File: config.mk
export PLATFORM = sky130hd
export DESIGN_NAME = memory_game_core
export DESIGN_NICKNAME = d
export VERILOG_FILES = /design/src/rtl/memory_game_core_pkg.sv /design/src/rtl/memory_game_core_lfsr16.sv /design/src/rtl/memory_game_core.sv
export SDC_FILE = /design/constraint.sdc
export NUM_CORES = 1
export LEC_CHECK = 0
export ABC_CLOCK_PERIOD_IN_PS = 2300
export BUFFER_PORTS_ARGS = -buffer_cell sky130_fd_sc_hd__buf_2
export CORE_MARGIN = 2
export CORE_UTILIZATION = 55
export CTS_BUF_LIST = sky130_fd_sc_hd__clkbuf_16
export DETAILED_ROUTE_END_ITERATION = 8
export PLACE_DENSITY = 0.81
export SLEW_MARGIN = 25
export SYNTH_ARGS = -nofsm -noshare
export SYNTH_HDL_FRONTEND = slang
export SYNTH_HIERARCHICAL = 1
export SYNTH_SLANG_ARGS = --single-unit
File: constraint.sdc
create_clock -name i_clk -period 2.3 [get_ports i_clk]
set_clock_uncertainty 0.05 [all_clocks]
set_input_delay 0.46 -clock i_clk [delete_from_list [all_inputs] [get_ports i_clk]]
set_output_delay 0.46 -clock i_clk [all_outputs]
set_load 0.1 [all_outputs]
File: src/rtl/memory_game_core_pkg.sv
// Shared types and constants for the memory game core.
// Latency: n/a (package only).
// Backpressure: n/a (package only).
//
// Contents:
//   state_t    - game FSM state encoding
//   LFSR_SEED  - value the sequence generator restarts from on reset
//   LFSR_TAPS  - Galois feedback mask for taps 16,14,13,11
//   lfsr_next  - one Galois step (right shift, feedback into the tap positions)
package memory_game_pkg;

    typedef enum logic [2:0] {
        IDLE     = 3'd0,
        ADD      = 3'd1,
        SHOW_ON  = 3'd2,
        SHOW_OFF = 3'd3,
        WAIT_IN  = 3'd4,
        RELEASE  = 3'd5,
        WIN      = 3'd6,
        LOSE     = 3'd7
    } state_t;

    localparam logic [15:0] LFSR_SEED = 16'hACE1;

    // Tap 16 is the bit shifted out; taps 14,13,11 map to bits 15,13,12,10
    // of the right-shifting register.
    localparam logic [15:0] LFSR_TAPS = 16'hB400;

    function automatic logic [15:0] lfsr_next(input logic [15:0] q);
        logic [15:0] shifted;
        shifted = q >> 1;
        return q[0] ? (shifted ^ LFSR_TAPS) : shifted;
    endfunction

endpackage

File: src/rtl/memory_game_core_lfsr16.sv
// Free-running 16-bit Galois LFSR used as the sequence randomness source.
// Latency: new value every cycle; o_q is the registered state.
// Backpressure: none; it never stalls, so player timing perturbs the sequence.
//
// Ports:
//   i_clk   - system clock
//   i_rst_n - synchronous active-low reset, loads LFSR_SEED
//   o_q     - current register contents
module lfsr16
    import memory_game_pkg::*;
(
    input  logic        i_clk,
    input  logic        i_rst_n,
    output logic [15:0] o_q
);

    always_ff @(posedge i_clk) begin
        if (!i_rst_n) begin
            o_q <= LFSR_SEED;
        end else begin
            o_q <= lfsr_next(o_q);
        end
    end

endmodule

File: src/rtl/memory_game_core.sv
// Memory game: plays a growing random LED sequence, checks button replay, keeps score/high score.
// Latency: start rise -> busy 2 cycles, first LED 3 cycles; button rise judged 1 cycle after level, state reacts 1 later.
// Backpressure: none; inputs are levels, a per-press timeout forces LOSE if the player stalls.
//
// Ports:
//   i_clk, i_rst_n - clock and synchronous active-low reset
//   i_start        - debounced start level, acts on its rising edge
//   i_btn          - debounced button levels, active-high, one per channel
//   o_led          - LED drive: one-hot during playback, button echo during input, flashing in WIN
//   o_score        - rounds completed in the current game
//   o_high_score   - best score since reset
//   o_busy         - game in progress (not IDLE/WIN/LOSE)
//   o_win, o_lose  - game outcome flags
module memory_game_core
    import memory_game_pkg::*;
#(
    parameter int NUM_CH       = 4,
    parameter int MAX_LEN      = 15,
    parameter int CLK_PER_STEP = 25000000,
    parameter int TIMEOUT      = 150000000,
    localparam int SCORE_W     = $clog2(MAX_LEN + 1)
) (
    input  logic               i_clk,
    input  logic               i_rst_n,
    input  logic               i_start,
    input  logic [NUM_CH-1:0]  i_btn,
    output logic [NUM_CH-1:0]  o_led,
    output logic [SCORE_W-1:0] o_score,
    output logic [SCORE_W-1:0] o_high_score,
    output logic               o_busy,
    output logic               o_win,
    output logic               o_lose
);

    localparam int IDX_W   = $clog2(NUM_CH);
    localparam int TMR_MAX = (CLK_PER_STEP > TIMEOUT) ? CLK_PER_STEP : TIMEOUT;
    localparam int TMR_W   = $clog2(TMR_MAX);

    // Terminal counts: the timer runs 0..N-1 so each phase lasts exactly N cycles.
    localparam logic [TMR_W-1:0]   ON_LAST   = TMR_W'(CLK_PER_STEP - 1);
    localparam logic [TMR_W-1:0]   OFF_LAST  = TMR_W'(CLK_PER_STEP / 2 - 1);
    localparam logic [TMR_W-1:0]   TO_LAST   = TMR_W'(TIMEOUT - 1);
    localparam logic [SCORE_W-1:0] SCORE_WIN = SCORE_W'(MAX_LEN);
    localparam logic [NUM_CH-1:0]  ONE_CH    = NUM_CH'(1);

    state_t state;
    state_t state_nxt;

    logic [15:0]        lfsr_q;
    logic [IDX_W-1:0]   new_elem;

    logic               start_q;
    logic               start_prev;
    logic               start_rise;
    logic [NUM_CH-1:0]  btn_q;
    logic [NUM_CH-1:0]  btn_prev;
    logic [NUM_CH-1:0]  btn_rise;
    logic               btn_multi;

    logic [IDX_W-1:0]   seq [MAX_LEN];
    logic [SCORE_W-1:0] score;
    logic [SCORE_W-1:0] idx;
    logic [SCORE_W-1:0] high_score;
    logic [TMR_W-1:0]   tmr;
    logic               flash;
    logic [NUM_CH-1:0]  cur_oh;

    // Datapath strobes from the FSM.
    logic score_clr;
    logic score_inc;
    logic idx_clr;
    logic idx_inc;
    logic tmr_clr;
    logic seq_wr;
    logic flash_set;
    logic flash_tgl;
    logic hs_upd;

    lfsr16 u_lfsr (
        .i_clk   (i_clk),
        .i_rst_n (i_rst_n),
        .o_q     (lfsr_q)
    );

    assign new_elem   = IDX_W'(lfsr_q % 16'(NUM_CH));

    // Inputs are registered once (cur) and once more (prev); a rise is cur & ~prev.
    assign start_rise = start_q & ~start_prev;
    assign btn_rise   = btn_q & ~btn_prev;
    // More than one bit set: clearing the lowest set bit leaves something behind.
    assign btn_multi  = (btn_rise & (btn_rise - ONE_CH)) != '0;

    // Channel of the element currently being shown or expected from the player.
    assign cur_oh     = ONE_CH << seq[idx];

    always_ff @(posedge i_clk) begin
        if (!i_rst_n) begin
            state <= IDLE;
        end else begin
            state <= state_nxt;
        end
    end

    always_comb begin
        state_nxt = state;
        score_clr = 1'b0;
        score_inc = 1'b0;
        idx_clr   = 1'b0;
        idx_inc   = 1'b0;
        tmr_clr   = 1'b0;
        seq_wr    = 1'b0;
        flash_set = 1'b0;
        flash_tgl = 1'b0;
        hs_upd    = 1'b0;

        case (state)
            IDLE, LOSE: begin
                if (start_rise) begin
                    state_nxt = ADD;
                    score_clr = 1'b1;
                end
            end

            WIN: begin
                if (start_rise) begin
                    state_nxt = ADD;
                    score_clr = 1'b1;
                end else if (tmr == ON_LAST) begin
                    tmr_clr   = 1'b1;
                    flash_tgl = 1'b1;
                end
            end

            ADD: begin
                seq_wr    = 1'b1;
                idx_clr   = 1'b1;
                tmr_clr   = 1'b1;
                state_nxt = SHOW_ON;
            end

            SHOW_ON: begin
                if (tmr == ON_LAST) begin
                    tmr_clr   = 1'b1;
                    state_nxt = SHOW_OFF;
                end
            end

            SHOW_OFF: begin
                if (tmr == OFF_LAST) begin
                    tmr_clr = 1'b1;
                    if (idx == score) begin
                        idx_clr   = 1'b1;
                        state_nxt = WAIT_IN;
                    end else begin
                        idx_inc   = 1'b1;
                        state_nxt = SHOW_ON;
                    end
                end
            end

            WAIT_IN: begin
                // A press in the expiry cycle takes priority over the timeout.
                if (btn_rise != '0) begin
                    if (btn_multi || (btn_rise != cur_oh)) begin
                        hs_upd    = 1'b1;
                        state_nxt = LOSE;
                    end else if (idx == score) begin
                        score_inc = 1'b1;
                        state_nxt = RELEASE;
                    end else begin
                        idx_inc = 1'b1;
                        tmr_clr = 1'b1;
                    end
                end else if (tmr == TO_LAST) begin
                    hs_upd    = 1'b1;
                    state_nxt = LOSE;
                end
            end

            RELEASE: begin
                if (btn_q == '0) begin
                    if (score == SCORE_WIN) begin
                        hs_upd    = 1'b1;
                        tmr_clr   = 1'b1;
                        flash_set = 1'b1;
                        state_nxt = WIN;
                    end else begin
                        state_nxt = ADD;
                    end
                end
            end

            default: begin
                state_nxt = IDLE;
            end
        endcase
    end

    always_ff @(posedge i_clk) begin
        if (!i_rst_n) begin
            start_q    <= 1'b0;
            start_prev <= 1'b0;
            btn_q      <= '0;
            btn_prev   <= '0;
            score      <= '0;
            idx        <= '0;
            high_score <= '0;
            tmr        <= '0;
            flash      <= 1'b0;
        end else begin
            start_q    <= i_start;
            start_prev <= start_q;
            btn_q      <= i_btn;
            btn_prev   <= btn_q;

            if (score_clr) begin
                score <= '0;
            end else if (score_inc) begin
                score <= score + SCORE_W'(1);
            end

            if (idx_clr) begin
                idx <= '0;
            end else if (idx_inc) begin
                idx <= idx + SCORE_W'(1);
            end

            // Free-runs outside timed states; every timed state clears it on entry.
            if (tmr_clr) begin
                tmr <= '0;
            end else begin
                tmr <= tmr + TMR_W'(1);
            end

            if (flash_set) begin
                flash <= 1'b1;
            end else if (flash_tgl) begin
                flash <= ~flash;
            end

            // score already holds its final value when WIN/LOSE is entered.
            if (hs_upd && (score > high_score)) begin
                high_score <= score;
            end
        end
    end

    // Sequence memory survives reset; only ADD writes it, at the current round.
    always_ff @(posedge i_clk) begin
        if (seq_wr) begin
            seq[score] <= new_elem;
        end
    end

    always_comb begin
        o_led = '0;
        case (state)
            SHOW_ON: o_led = cur_oh;
            WAIT_IN: o_led = btn_q;
            WIN:     o_led = {NUM_CH{flash}};
            default: o_led = '0;
        endcase
    end

    assign o_score      = score;
    assign o_high_score = high_score;
    assign o_busy       = !((state == IDLE) || (state == WIN) || (state == LOSE));
    assign o_win        = (state == WIN);
    assign o_lose       = (state == LOSE);

endmodule

# Word-level counts from Yosys, hierarchy flattened
# Memories as Yosys holds them, arrays and structs flattened. A register that Yosys moved wholly into a read port is not among the register bits.
# Cells that the tools add are included.
dict set report word_totals {
  ff_bits 70
  mem_bits_rw 30
  input_bits 7
  output_inout_bits 15
  wordCells 105
  mem_count 1
}
# name depth word_bits read_ports rd_clocked_by_memory_dff wr line
set memory_table {}
lappend memory_table {seq 15 2 1 1 1 memory_game_core.sv:60} ;# logic [IDX_W-1:0] seq [MAX_LEN];
dict set report op_classes {
  n_addsub 4
  order_cmp 1
  eq_ne 19
  n_shift 1
  n_mux 45
  bitwise_logic 8
  reduce_logical 15
}
# cell n
set op_table {}
lappend op_table {{$mux W3} 10}
lappend op_table {{$add A28 B1 Y28 const B} 1}
lappend op_table {{$eq A28 B24 Y1 const B} 1}
lappend op_table {{$eq A28 B25 Y1 const B} 1}
lappend op_table {{$eq A28 B28 Y1 const B} 1}
lappend op_table {{$mux W1} 26}
lappend op_table {{$pmux W3 S6} 1}
lappend op_table {{$mux W16} 1}
lappend op_table {{$eq A3 B3 Y1 const B} 4}
lappend op_table {{$pmux W4 S3} 1}
lappend op_table {{$add A4 B1 Y4 const B} 2}
lappend op_table {{$and A4 B4 Y4} 2}
lappend op_table {{$mux W4} 2}
lappend op_table {{$reduce_bool A4 Y1} 2}
lappend op_table {{$eq A3 B2 Y1 const B} 2}
lappend op_table {{$ne A2 B2 Y1 const B} 3}
lappend op_table {{$pmux W1 S2} 3}
lappend op_table {{$pmux W1 S6} 1}
lappend op_table {{$reduce_and A6 Y1} 1}
lappend op_table {{$reduce_or A2 Y1} 3}
lappend op_table {{$eq A4 B4 Y1} 1}
lappend op_table {{$eq A4 B4 Y1 const B} 1}
lappend op_table {{$gt A4 B4 Y1} 1}
lappend op_table {{$logic_not A4 Y1} 1}
lappend op_table {{17 further kinds} 21}

# Longest topological paths before layout
# Gate-level depths: netlist of the first run.
dict set report depth {
  word_depth 11
  depth_mapped 11
  depth_no_buf 9
}

# Hierarchy
# Netlist of the first run, hierarchy kept.
# mod n_inst cells_per_inst area_per_inst_um2 seq_area_each_um2
set modules_own_cells {}
lappend modules_own_cells {memory_game_core 1 442 4513.1 2062.0}
lappend modules_own_cells {lfsr16 1 36 452.9 320.3}

# Least setup slack after synthesis of the first run
# OpenSTA, ideal clock, no wires.
dict set report synth_timing {
  path_kind {register to output}
  from {register with a tool-made name}
  to {output o_led[2]}
  arrival_ns 3.660
  required_ns 1.790
  setup_slack_ns -1.870
  path_stages_with_launch 8
  n_path_buf 1
  cell_sequence {dfxtp_1 buf_6 mux4_2 nor2b_4 o21ai_0 nor2b_1 inv_1 o21ai_0}
}
# item line
set synth_rtl {}
lappend synth_rtl {{end: declaration} memory_game_core.sv:27} ;# output logic [NUM_CH-1:0] o_led,

==> PnR_summary.wiki, run 1 <==
{| class="wikitable"
! Metric !! Value
|-
| Status || complete, but fails checks
|-
| Failing checks || negative setup slack
|-
| Post-synthesis cell type count || 62
|-
| Slew HR || 0.540
|-
| Synth Area in Simple Gates || 0.271
|-
| Remaining antenna violation count || 0
|-
| Multiplexer share of the synthesized area || 0.0499
|-
| GR Util All Layers || 0.247
|-
| Initial Utilization || 0.569
|-
| Largest net degree at the start of global routing || 40
|-
| Path type of the worst setup path || flop to output pin
|-
| Number of failing setup endpoints in the final timing report || 51
|-
| Fraction of power spent switching nets || 0.343
|-
| Logic pwr share || 0.292
|-
| Highest cell delay on the worst timing path || 550 ps
|-
| Leading register cell type out of synthesis || sky130_fd_sc_hd__dfxtp_1
|-
| Flops & latches, synth || 104
|-
| Highest ir drop seen on vdd || 0.000480 V
|-
| ANT cells || 0
|-
| Power density cells || 798 mW/mm^2
|-
| Startpoint kind of the worst setup timing path || flop
|-
| Static leakage power || 2.31 nW
|-
| Die area || 0.00980 sq mm
|-
| Detailed-route via count || 3908
|-
| Clk network pwr share || 0.305
|-
| Sinks on the clock net || 104
|-
| Largest family of logic cells by synthesized area || simple AND/OR/NAND/NOR gates
|-
| Asr flop ratio synth || 0
|-
| Clock Root Buffer || sky130_fd_sc_hd__clkbuf_16
|-
| Final core utilization || 0.730
|-
| Internal power summed over all cells || 3.33 mW
|-
| Drc violations || 0
|-
| Floorplan Core Area || 0.00872 sq mm
|-
| Clock slew at the register clock pins of the worst setup and hold paths || 80 ps
|-
| Nets || 574
|-
| Cell with the largest stage delay on the worst path || sky130_fd_sc_hd__mux4_2
|-
| Half-perimeter wire length of the detailed placement result || 7580 microns
|-
| Reg2reg path depth || 10
|-
| List of cells traversed by the critical path || mux4_2 -> mux2i_4 -> nor2_4 -> nor2b_4 -> inv_2 -> a221o_4 -> buf_12
|-
| Share of the clock period used by the worst path || 1.27
|-
| CTS H-tree lvls || 3
|-
| Final-layout fill cell count || 547
|-
| Fraction of the mapped netlist area in compound gates || 0.0738
|-
| CTS tree || done
|-
| Largest fanout of any net on the critical path || 8
|-
| Post-synthesis cell area || 0.00497 sq mm
|-
| Total wire length after detailed routing || 12200 microns
|-
| Wirelength per Cell || 18.2 microns
|-
| Number of enable flip-flop cells after synthesis || 30
|-
| Smallest setup slack after layout || -626 ps
|-
| Family of cells with the greatest summed delay on the critical path || multiplexers
|-
| Detailed-route vias per instance || 5.83
|-
| Width of the chip || 99.0 microns
|-
| Gate count after technology mapping || 478
|-
| Path class of the lowest-slack min-delay path || input port to flop
|-
| Max-Cap Viols || 0
|-
| Total Neg Setup Slack || -23710 ps
|-
| WP data arrival || 2420 ps
|-
| Final critical delay including setup and external delays || 2930 ps
|-
| Initial antenna violation count || 0
|-
| Cts bufs inserted || 9
|-
| Area of all placed cells without fillers || 0.00637 sq mm
|-
| Adder and majority gate portion of the synthesized area || 0.0252
|-
| Cts-stage hold buffer count || 0
|-
| Total number of cells along the worst setup path || 7
|-
| Mapped Nets || 495
|-
| Insertion delay of the later-clocked pin in the worst-skew pair || 350 ps
|-
| Layout-stage area growth over the synthesis result || 28.2%
|-
| Most common cell after layout, fill and taps aside || sky130_fd_sc_hd__dfxtp_1
|-
| Required time worst endpoint || 1790 ps
|-
| Register area share after synthesis || 0.480
|-
| DP Area || 0.00564 sq mm
|-
| Hold Path Depth || 2
|-
| Number of core rows || 34
|-
| Global-route wire length before repair || 19000 microns
|-
| Post-synthesis share of cell area spent on xor and xnor gates || 0.0653
|-
| WP buf/inv || 2
|-
| Routability Congestion || 0.851
|-
| Setup repair after global routing missed its margin || true
|-
| Hold_ws || 271 ps
|-
| YS warnings || 6
|-
| Synth Area per Inst || 10.4 sq um
|-
| Share of post-route cells with drive strength above 1 || 0.336
|-
| Maximum clock rate || 0.342 GHz
|-
| Highest-count cells in the layout ignoring fill and taps || 63 x sky130_fd_sc_hd__dfxtp_1, 48 x sky130_fd_sc_hd__buf_4, 46 x sky130_fd_sc_hd__nand2_1
|-
| Sequential power share || 0.403
|-
| Switching power total || 1.74 mW
|-
| Overall die height || 99.0 microns
|-
| Deepest clock path buffer count || 2
|-
| Vias in the first global route || 3867
|-
| Hold Vio Cnt, Final || 0
|-
| Worst-case register-to-register setup slack || -580 ps
|-
| Iteration-0 DRC Markers || 416
|-
| Port buffer count || 21
|-
| # IOs || 22
|-
| Global-route congestion overflow total || 0
|-
| Number of slew-limit violations in the final report || 0
|-
| Total iterations of the first detailed-routing run || 5
|-
| Transition time at the pin with the least slew margin || 689 ps
|-
| Capturing element type of the critical path || output pin
|}
Yosys cell counts (all sizes together) (3+ instances only):
cell | instances | area (sq um)
xnor2 | 21 | 184
nand2b | 17 | 106
nand4 | 4 | 25.0
or2 | 3 | 18.8
and2 | 20 | 125
ha | 10 | 125
nand3 | 20 | 100
inv | 13 | 48.8
dfxtp | 74 | 1480
o21a | 4 | 30.0
nor2b | 9 | 63.8
xor2 | 16 | 140
a211oi | 3 | 27.5
nor3 | 14 | 81.3
clkbuf | 9 | 33.8
and4 | 3 | 26.3
nor2 | 61 | 369
mux4 | 6 | 135
edfxtp | 30 | 901
nor4 | 7 | 43.8
and3 | 9 | 56.3
or4b | 3 | 30.0
o21ai | 8 | 43.8
a21oi | 12 | 71.3
buf | 8 | 90.1
o211ai | 3 | 22.5
nand4b | 6 | 52.6
mux2i | 9 | 90.1
nand2 | 47 | 176
stage by stage:
step | total power [mW] | cells | worst slack [ps]
floorplan | 2.98 | 478 | -235
global placement | 3.27 | 637 | -354
detailed placement | 3.30 | 637 | -466
CTS | 4.99 | 662 | -603
global route | 5.25 | 670 | -674
finish | 5.08 | 670 | -626
state kept, by name, summed over array words and instances (netlist names), named ones only:
| signal | flops |
|---|---|
| btn_prev | 4 |
| btn_q | 4 |
| flash | 1 |
| idx | 4 |
| o_high_score | 4 |
| o_score | 4 |
| seq | 30 |
| start_prev | 1 |
| start_q | 1 |
| state | 3 |
| tmr | 28 |
| u_lfsr/o_q | 16 |
worst reg2reg max path, stage by stage (launching register included):
cell and delay, ps:
sky130_fd_sc_hd__dfxtp_4 440, sky130_fd_sc_hd__mux4_2 550, sky130_fd_sc_hd__mux2i_4 260, sky130_fd_sc_hd__buf_4 170
sky130_fd_sc_hd__buf_6 100, sky130_fd_sc_hd__a211oi_4 70, sky130_fd_sc_hd__o2111ai_4 250, sky130_fd_sc_hd__a21oi_4 100
sky130_fd_sc_hd__or3b_4 510, sky130_fd_sc_hd__clkbuf_16 220, sky130_fd_sc_hd__nor2_4 100
power by group through the flow:
| stage | sequential, mW | clock [mW] | combinational [mW] |
|---|---|---|---|
| 6_report | 2.05 | 1.55 | 1.49 |
| 5_1_grt | 2.06 | 1.64 | 1.56 |
| 4_1_cts | 2.04 | 1.55 | 1.39 |
| 3_5_place_dp | 2.08 | 0 | 1.21 |
| 3_3_place_gp | 2.08 | 0 | 1.19 |
| 2_1_floorplan | 2.05 | 0 | 0.933 |
layout make-up:
class / count / area, sq um / area share
clock inverters: 7 / 81.3 / 0.0128
repair buffers: 85 / 769 / 0.121
flip-flops and latches: 104 / 2400 / 0.377
well taps: 108 / 135 / 0.0212
multi-input cells: 344 / 2700 / 0.425
clock buffers: 9 / 225 / 0.0354
inverters: 13 / 48.8 / 0.00766
cell families (layout without fill, tap and decap cells):
group / count (synthesis) / in the layout
AND/OR/NAND/NOR: 232 / 232
flip-flops: 104 / 104
AO/OA/AOI/OAI: 48 / 48
XOR/XNOR: 37 / 37
buffers and inverters: 30 / 114
multiplexers: 17 / 17
adder cells (fa/ha/maj): 10 / 10
timing repair:
item / CTS / global route
pin swaps: 12 / 13
setup endpoints to repair: 51 / 53
setup buffers: 8 / 9
resized for setup: 37 / 21
gates cloned: 2 / 1
metal layers:
layer,track usage,vias to the layer above,wire length [microns]
li1,-,1838,-
met4,0.122,0,432
met5,0,-,0
met3,0.0383,37,554
met2,0.427,145,6280
met1,0.300,1888,4950
path summary, 6_finish.rpt:
kind	from	endpoint
worst max-delay path	flop	o_led[1]
worst min-delay path	i_btn[3]	btn_q[3]
worst max register to register	flop	tmr[25]
worst min register to register	u_lfsr/o_q[8]	u_lfsr/o_q[7]
Note: power is estimated with default switching activity, not from simulation.
==> run 2: changes to the inputs <==
--- a/config.mk
+++ b/config.mk
@@ -5,13 +5,13 @@
 export SDC_FILE = /design/constraint.sdc
 export NUM_CORES = 1
 export LEC_CHECK = 0
-export ABC_CLOCK_PERIOD_IN_PS = 2300
+export ABC_CLOCK_PERIOD_IN_PS = 3700
 export BUFFER_PORTS_ARGS = -buffer_cell sky130_fd_sc_hd__buf_2
 export CORE_MARGIN = 2
-export CORE_UTILIZATION = 55
+export CORE_UTILIZATION = 65
 export CTS_BUF_LIST = sky130_fd_sc_hd__clkbuf_16
 export DETAILED_ROUTE_END_ITERATION = 8
-export PLACE_DENSITY = 0.81
+export PLACE_DENSITY = 0.9
 export SLEW_MARGIN = 25
 export SYNTH_ARGS = -nofsm -noshare
 export SYNTH_HDL_FRONTEND = slang
==> constraint.sdc (replaced) <==
create_clock -name i_clk -period 3.7 [get_ports i_clk]
set_clock_uncertainty 0.05 [all_clocks]
set_input_delay 0.74 -clock i_clk [delete_from_list [all_inputs] [get_ports i_clk]]
set_output_delay 0.74 -clock i_clk [all_outputs]
set_load 0.1 [all_outputs]
==> PnR_summary.wiki, run 2 (synthesis gave the netlist of run 1 again) <==
{| class="wikitable"
! Metric !! Value
|-
| Number of failing setup endpoints in the final timing report || 0
|-
| Global-route congestion overflow total || 0
|-
| Slew HR || 0.533
|-
| Largest fanout of any net on the critical path || 8
|-
| Switching power total || 0.920 mW
|-
| Iteration-0 DRC Markers || 377
|-
| Routability Congestion || 0.920
|-
| Hold Vio Cnt, Final || 0
|-
| ANT cells || 0
|-
| Power density cells || 523 mW/mm^2
|-
| Setup repair after global routing missed its margin || false
|-
| Biggest register || seq
|-
| Sinks on the clock net || 104
|-
| Path type of the worst setup path || flop to output pin
|-
| Static leakage power || 1.89 nW
|-
| Fraction of power spent switching nets || 0.325
|-
| List of cells traversed by the critical path || mux4_2 -> mux2i_1 -> nor2_1 -> nor2b_2 -> inv_1 -> a221o_1 -> buf_2
|-
| Transition time at the pin with the least slew margin || 700 ps
|-
| Die area || 0.00835 sq mm
|-
| Internal power summed over all cells || 1.91 mW
|-
| Final critical delay including setup and external delays || 3480 ps
|-
| Clk network pwr share || 0.339
|-
| Largest registers || seq (30), tmr (28), u_lfsr/o_q (16)
|-
| # IOs || 22
|-
| Cts-stage hold buffer count || 0
|-
| Initial antenna violation count || 0
|-
| Initial Utilization || 0.677
|-
| Most common cell after layout, fill and taps aside || sky130_fd_sc_hd__dfxtp_1
|-
| Clock slew at the register clock pins of the worst setup and hold paths || 70 ps
|-
| Highest cell delay on the worst timing path || 530 ps
|-
| Family of cells with the greatest summed delay on the critical path || multiplexers
|-
| Post-Place Cells || 584
|-
| WP data arrival || 2690 ps
|-
| Number of slew-limit violations in the final report || 0
|-
| Highest-count cells in the layout ignoring fill and taps || 73 x sky130_fd_sc_hd__dfxtp_1, 47 x sky130_fd_sc_hd__nand2_1, 40 x sky130_fd_sc_hd__nor2_1
|-
| Total wire length after detailed routing || 9900 microns
|-
| Clock Root Buffer || sky130_fd_sc_hd__clkbuf_16
|-
| CTS tree || done
|-
| Total iterations of the first detailed-routing run || 6
|-
| Share of the clock period used by the worst path || 0.941
|-
| GR Util All Layers || 0.247
|-
| Remaining antenna violation count || 0
|-
| Detailed-route vias per instance || 5.96
|-
| Vias in the first global route || 3459
|-
| Half-perimeter wire length of the detailed placement result || 6960 microns
|-
| Number of core rows || 31
|-
| Cts bufs inserted || 9
|-
| Final core utilization || 0.739
|-
| Port buffer count || 21
|-
| CTS H-tree lvls || 3
|-
| Deepest clock path buffer count || 2
|-
| Path class of the lowest-slack min-delay path || flop to flop
|-
| WP buf/inv || 2
|-
| Insertion delay of the later-clocked pin in the worst-skew pair || 350 ps
|-
| Floorplan Core Area || 0.00733 sq mm
|-
| Nets || 513
|-
| Sequential power share || 0.453
|-
| Max-Cap Viols || 0
|-
| Width of the chip || 91.4 microns
|-
| Logic pwr share || 0.208
|-
| Post-place setup slack || 367 ps
|-
| Highest ir drop seen on vdd || 0.000327 V
|-
| Status || finished clean
|-
| Layout-stage area growth over the synthesis result || 9.05%
|-
| Smallest setup slack after layout || 219 ps
|-
| Share of post-route cells with drive strength above 1 || 0.166
|-
| Final-layout fill cell count || 480
|-
| Wirelength per Cell || 16.5 microns
|-
| Non-Filler Instances || 600
|-
| Max FFs per register || 30
|-
| Required time worst endpoint || 2910 ps
|-
| Detailed-route via count || 3576
|-
| Global-route wire length before repair || 16300 microns
|-
| Capturing element type of the critical path || output pin
|-
| Maximum clock rate || 0.287 GHz
|-
| Startpoint kind of the worst setup timing path || flop
|-
| Cell with the largest stage delay on the worst path || sky130_fd_sc_hd__mux4_2
|-
| Overall die height || 91.4 microns
|-
| Largest net degree at the start of global routing || 40
|-
| Drc violations || 0
|}
## run 2: cell types whose count changed in the layout (fill, tap and decap cells not counted), sizes merged
cell	before	now
buf	82	24
bufinv	0	1
clkbuf	12	9
clkinv	3	2
clkinvlp	0	1
inv	17	16
## run 2: power groups by stage
stage | Sequential, mW | Clock, mW | Combinational [mW]
2_1_floorplan | 1.27 | 0 | 0.534
3_3_place_gp | 1.30 | 0 | 0.567
4_1_cts | 1.28 | 0.979 | 0.586
3_5_place_dp | 1.31 | 0 | 0.581
5_1_grt | 1.29 | 1.02 | 0.630
6_report | 1.28 | 0.962 | 0.589
## run 2: final timing paths
| path | startpoint | cells after the start | end | slack, ps |
|---|---|---|---|---|
| setup / recovery | flop | 7 | o_led[1] | 220 |
| hold / removal | u_lfsr/o_q[6] | 1 | u_lfsr/o_q[5] | 360 |
| setup reg to reg | flop | 8 | tmr[9] | 660 |
| hold reg to reg | u_lfsr/o_q[6] | 1 | u_lfsr/o_q[5] | 360 |
## run 2: cell type report
class	count	area, sq um	area share
clock buffer	9	225	0.0416
clock inverter	7	77.6	0.0143
inverter	13	48.8	0.00901
multi-input combinational	344	2420	0.446
sequential	104	2380	0.440
tap	99	124	0.0229
timing repair buffer	24	140	0.0259
## run 2: what timing repair did
action,CTS,global route
buffers inserted,0,0
gates cloned,0,0
hold endpoints to repair,0,0
resized for setup,1,1
endpoints found under the setup margin,1,2
## run 2: stage by stage
step	cell area, sq um	hold slack (ps)	TNS, ps	total power [mW]
4_1_cts	5410	361	0	2.84
6_report	5420	357	0	2.83
3_5_place_dp	5110	341	0	1.89
2_1_floorplan	4970	336	-3.51	1.81
3_3_place_gp	5110	339	0	1.87
5_1_grt	5420	382	0	2.94
## run 2: routing by layer
metal | track usage | share of wire
met1 | 0.302 | 0.40
met2 | 0.429 | 0.52
met3 | 0.0556 | 0.067
met4 | 0.0821 | 0.018
met5 | 0 | 0
==> run 3: changes to the inputs <==
--- a/config.mk
+++ b/config.mk
@@ -5,13 +5,15 @@
 export SDC_FILE = /design/constraint.sdc
 export NUM_CORES = 1
 export LEC_CHECK = 0
+export ABC_AREA = 1
 export ABC_CLOCK_PERIOD_IN_PS = 3700
 export BUFFER_PORTS_ARGS = -buffer_cell sky130_fd_sc_hd__buf_2
+export CAP_MARGIN = 10
 export CORE_MARGIN = 2
-export CORE_UTILIZATION = 65
+export CORE_UTILIZATION = 45
 export CTS_BUF_LIST = sky130_fd_sc_hd__clkbuf_16
 export DETAILED_ROUTE_END_ITERATION = 8
-export PLACE_DENSITY = 0.9
+export PLACE_DENSITY = 0.67
 export SLEW_MARGIN = 25
 export SYNTH_ARGS = -nofsm -noshare
 export SYNTH_HDL_FRONTEND = slang
==> PnR_summary.wiki, run 3 <==
{| class="wikitable"
! Metric !! Value
|-
| Transition time at the pin with the least slew margin || 627 ps
|-
| Clock Root Buffer || sky130_fd_sc_hd__clkbuf_16
|-
| Width of the chip || 111 microns
|-
| Cts bufs inserted || 9
|-
| DP Area || 0.00532 sq mm
|-
| Highest-count cells in the layout ignoring fill and taps || 153 x sky130_fd_sc_hd__nand2_1, 113 x sky130_fd_sc_hd__inv_1, 75 x sky130_fd_sc_hd__nor2_1
|-
| Number of slew-limit violations in the final report || 0
|-
| Register area share after synthesis || 0.467
|-
| Die area || 0.0122 sq mm
|-
| Area of all placed cells without fillers || 0.00562 sq mm
|-
| Cell with the largest stage delay on the worst path || sky130_fd_sc_hd__buf_2
|-
| Iteration-0 DRC Markers || 230
|-
| Final critical delay including setup and external delays || 3220 ps
|-
| Total area of multi-input combinational cells || 0.00219 sq mm
|-
| Leading register cell type out of synthesis || sky130_fd_sc_hd__dfxtp_1
|-
| Ranking of synthesized cells by area || sky130_fd_sc_hd__dfxtp_1 29%, sky130_fd_sc_hd__edfxtp_1 18%, sky130_fd_sc_hd__nand2_1 11%
|-
| Clock slew at the register clock pins of the worst setup and hold paths || 70 ps
|-
| Largest fanout of any net on the critical path || 9
|-
| Status || finished clean
|-
| CTS H-tree lvls || 3
|-
| Gate count after technology mapping || 668
|-
| Static leakage power || 2.44 nW
|-
| Number of failing setup endpoints in the final timing report || 0
|-
| YS warnings || 6
|-
| WP buf/inv || 3
|-
| Max-Cap Viols || 0
|-
| Deepest clock path buffer count || 2
|-
| Hold Vio Cnt, Final || 0
|-
| Setup repair after global routing missed its margin || false
|-
| Smallest setup slack after layout || 480 ps
|-
| Number of enable flip-flop cells after synthesis || 30
|-
| Post-place setup slack || 854 ps
|-
| Highest ir drop seen on vdd || 0.000219 V
|-
| Nets || 707
|-
| Port buffer count || 21
|-
| Path type of the worst setup path || flop to output pin
|-
| Post-synthesis cell area || 0.00510 sq mm
|-
| Total wire length after detailed routing || 10600 microns
|-
| Wirelength per Cell || 12.7 microns
|-
| List of cells traversed by the critical path || inv_1 -> nor3_1 -> clkinv_1 -> o211ai_1 -> buf_2
|-
| Detailed-route vias per instance || 5.02
|-
| Power density cells || 463 mW/mm^2
|-
| CTS-repair resized insts || 0
|-
| Non-Filler Instances || 835
|-
| Initial Utilization || 0.467
|-
| # IOs || 22
|-
| Half-perimeter wire length of the detailed placement result || 8100 microns
|-
| Global-route congestion overflow total || 0
|-
| Floorplan Core Area || 0.0109 sq mm
|-
| Highest cell delay on the worst timing path || 460 ps
|-
| Layout-stage area growth over the synthesis result || 10.0%
|-
| Insertion delay of the later-clocked pin in the worst-skew pair || 340 ps
|-
| Remaining antenna violation count || 0
|-
| ANT cells || 0
|-
| Maximum clock rate || 0.311 GHz
|-
| Hold_ws || 356 ps
|-
| Final-layout fill cell count || 1049
|-
| Global-route wire length before repair || 18000 microns
|-
| Capturing element type of the critical path || output pin
|-
| GR Util All Layers || 0.179
|-
| Top cells by instance count after synthesis || 153 x sky130_fd_sc_hd__nand2_1, 113 x sky130_fd_sc_hd__inv_1, 75 x sky130_fd_sc_hd__nor2_1
|-
| Largest net degree at the start of global routing || 29
|-
| Post-synthesis cell type count || 46
|-
| Biggest register || seq
|-
| Routability Congestion || 0.912
|-
| Detailed-route via count || 4193
|-
| Path class of the lowest-slack min-delay path || flop to flop
|-
| Most frequently used cell type in the post-synthesis netlist || sky130_fd_sc_hd__nand2_1
|-
| Sequential cell area || 0.00238 sq mm
|-
| Asr flop ratio synth || 0
|-
| Synth Area per Inst || 7.64 sq um
|-
| Initial antenna violation count || 0
|-
| Family of cells with the greatest summed delay on the critical path || buffers and inverters
|-
| Slew HR || 0.582
|-
| Cell type with the highest aggregate area in the netlist || sky130_fd_sc_hd__dfxtp_1
|-
| Drc violations || 0
|-
| Post-CTS setup buffer count || 0
|-
| Mapped Nets || 685
|-
| Largest registers || seq (30), tmr (28), u_lfsr/o_q (16)
|-
| Number of core rows || 38
|-
| Overall die height || 111 microns
|-
| Share of the clock period used by the worst path || 0.870
|-
| Total Neg Setup Slack || 0 ps
|-
| Total iterations of the first detailed-routing run || 5
|-
| Flops & latches, synth || 104
|-
| Sinks on the clock net || 104
|-
| Post-Place Cells || 819
|-
| Share of post-route cells with drive strength above 1 || 0.108
|-
| Startpoint kind of the worst setup timing path || flop
|-
| Most common cell after layout, fill and taps aside || sky130_fd_sc_hd__nand2_1
|-
| Required time worst endpoint || 2910 ps
|-
| Top cell type's share of synthesized area || 0.290
|-
| WP data arrival || 2430 ps
|-
| Cts-stage hold buffer count || 0
|-
| CTS tree || done
|-
| Vias in the first global route || 3903
|-
| Max FFs per register || 30
|}
## run 3: changes by cell type in the layout (fill, tap and decap cells not counted), moves of 9 or more
| cell | delta |
|---|---|
| sky130_fd_sc_hd__nand2_1 | +106 |
| sky130_fd_sc_hd__inv_1 | +100 |
| sky130_fd_sc_hd__nor2_1 | +35 |
| sky130_fd_sc_hd__nand3_1 | +24 |
| sky130_fd_sc_hd__xnor2_1 | -19 |
| sky130_fd_sc_hd__and2_1 | -18 |
| sky130_fd_sc_hd__a21oi_1 | +17 |
| sky130_fd_sc_hd__nand2b_1 | -17 |
| sky130_fd_sc_hd__nor2_4 | -17 |
| sky130_fd_sc_hd__nand4_1 | +13 |
| sky130_fd_sc_hd__mux2i_1 | -9 |
| sky130_fd_sc_hd__nand2_2 | +9 |
| sky130_fd_sc_hd__nor3_1 | +9 |
## run 3: layer usage
metal,part of all wire,track usage
met1,0.45,0.226
met2,0.48,0.299
met3,0.053,0.0423
met4,0.021,0.0667
met5,0,0
## run 3: through the flow
step / utilization / total power, mW
floorplan: - / 1.60
global placement: 0.486 / 1.67
detailed placement: 0.486 / 1.68
CTS: 0.514 / 2.63
global route: 0.514 / 2.72
finish: 0.514 / 2.60
## run 3: worst min-delay path, stage by stage (launching register included)
cell and delay, ps:
sky130_fd_sc_hd__dfxtp_1 310, sky130_fd_sc_hd__inv_1 30, sky130_fd_sc_hd__nand2_1 40
## run 3: kinds of logic after synthesis
family                     synth area share
xor gates and xnor gates             0.0206
AOI/OAI and AO/OA                    0.0569
DFF                                   0.467
adders and majority gates            0.0245
and+or+nand+nor                       0.325
buffers and inverters                 0.106
## run 3: layout make-up
class	count	share of cell area
flip-flops and latches	104	0.424
well taps	140	0.0312
repair buffers	22	0.0200
clock buffers	9	0.0401
clock inverters	7	0.0138
multi-input cells	431	0.389
inverters	122	0.0817
## run 3: worst paths after layout
check	from	to	slack [ps]	cells past startpoint
max	state[2]	o_led[0]	480	5
min	u_lfsr/o_q[7]	u_lfsr/o_q[6]	360	2
max reg2reg	flop	tmr[27]	1030	14
min reg2reg	u_lfsr/o_q[7]	u_lfsr/o_q[6]	360	2
## run 3: power by group
| group | total (mW) | internal, mW | switching, mW |
|---|---|---|---|
| Sequential | 1.24 | 1.21 | 0.0299 |
| Combinational | 0.409 | 0.0975 | 0.311 |
| Clock | 0.949 | 0.530 | 0.420 |
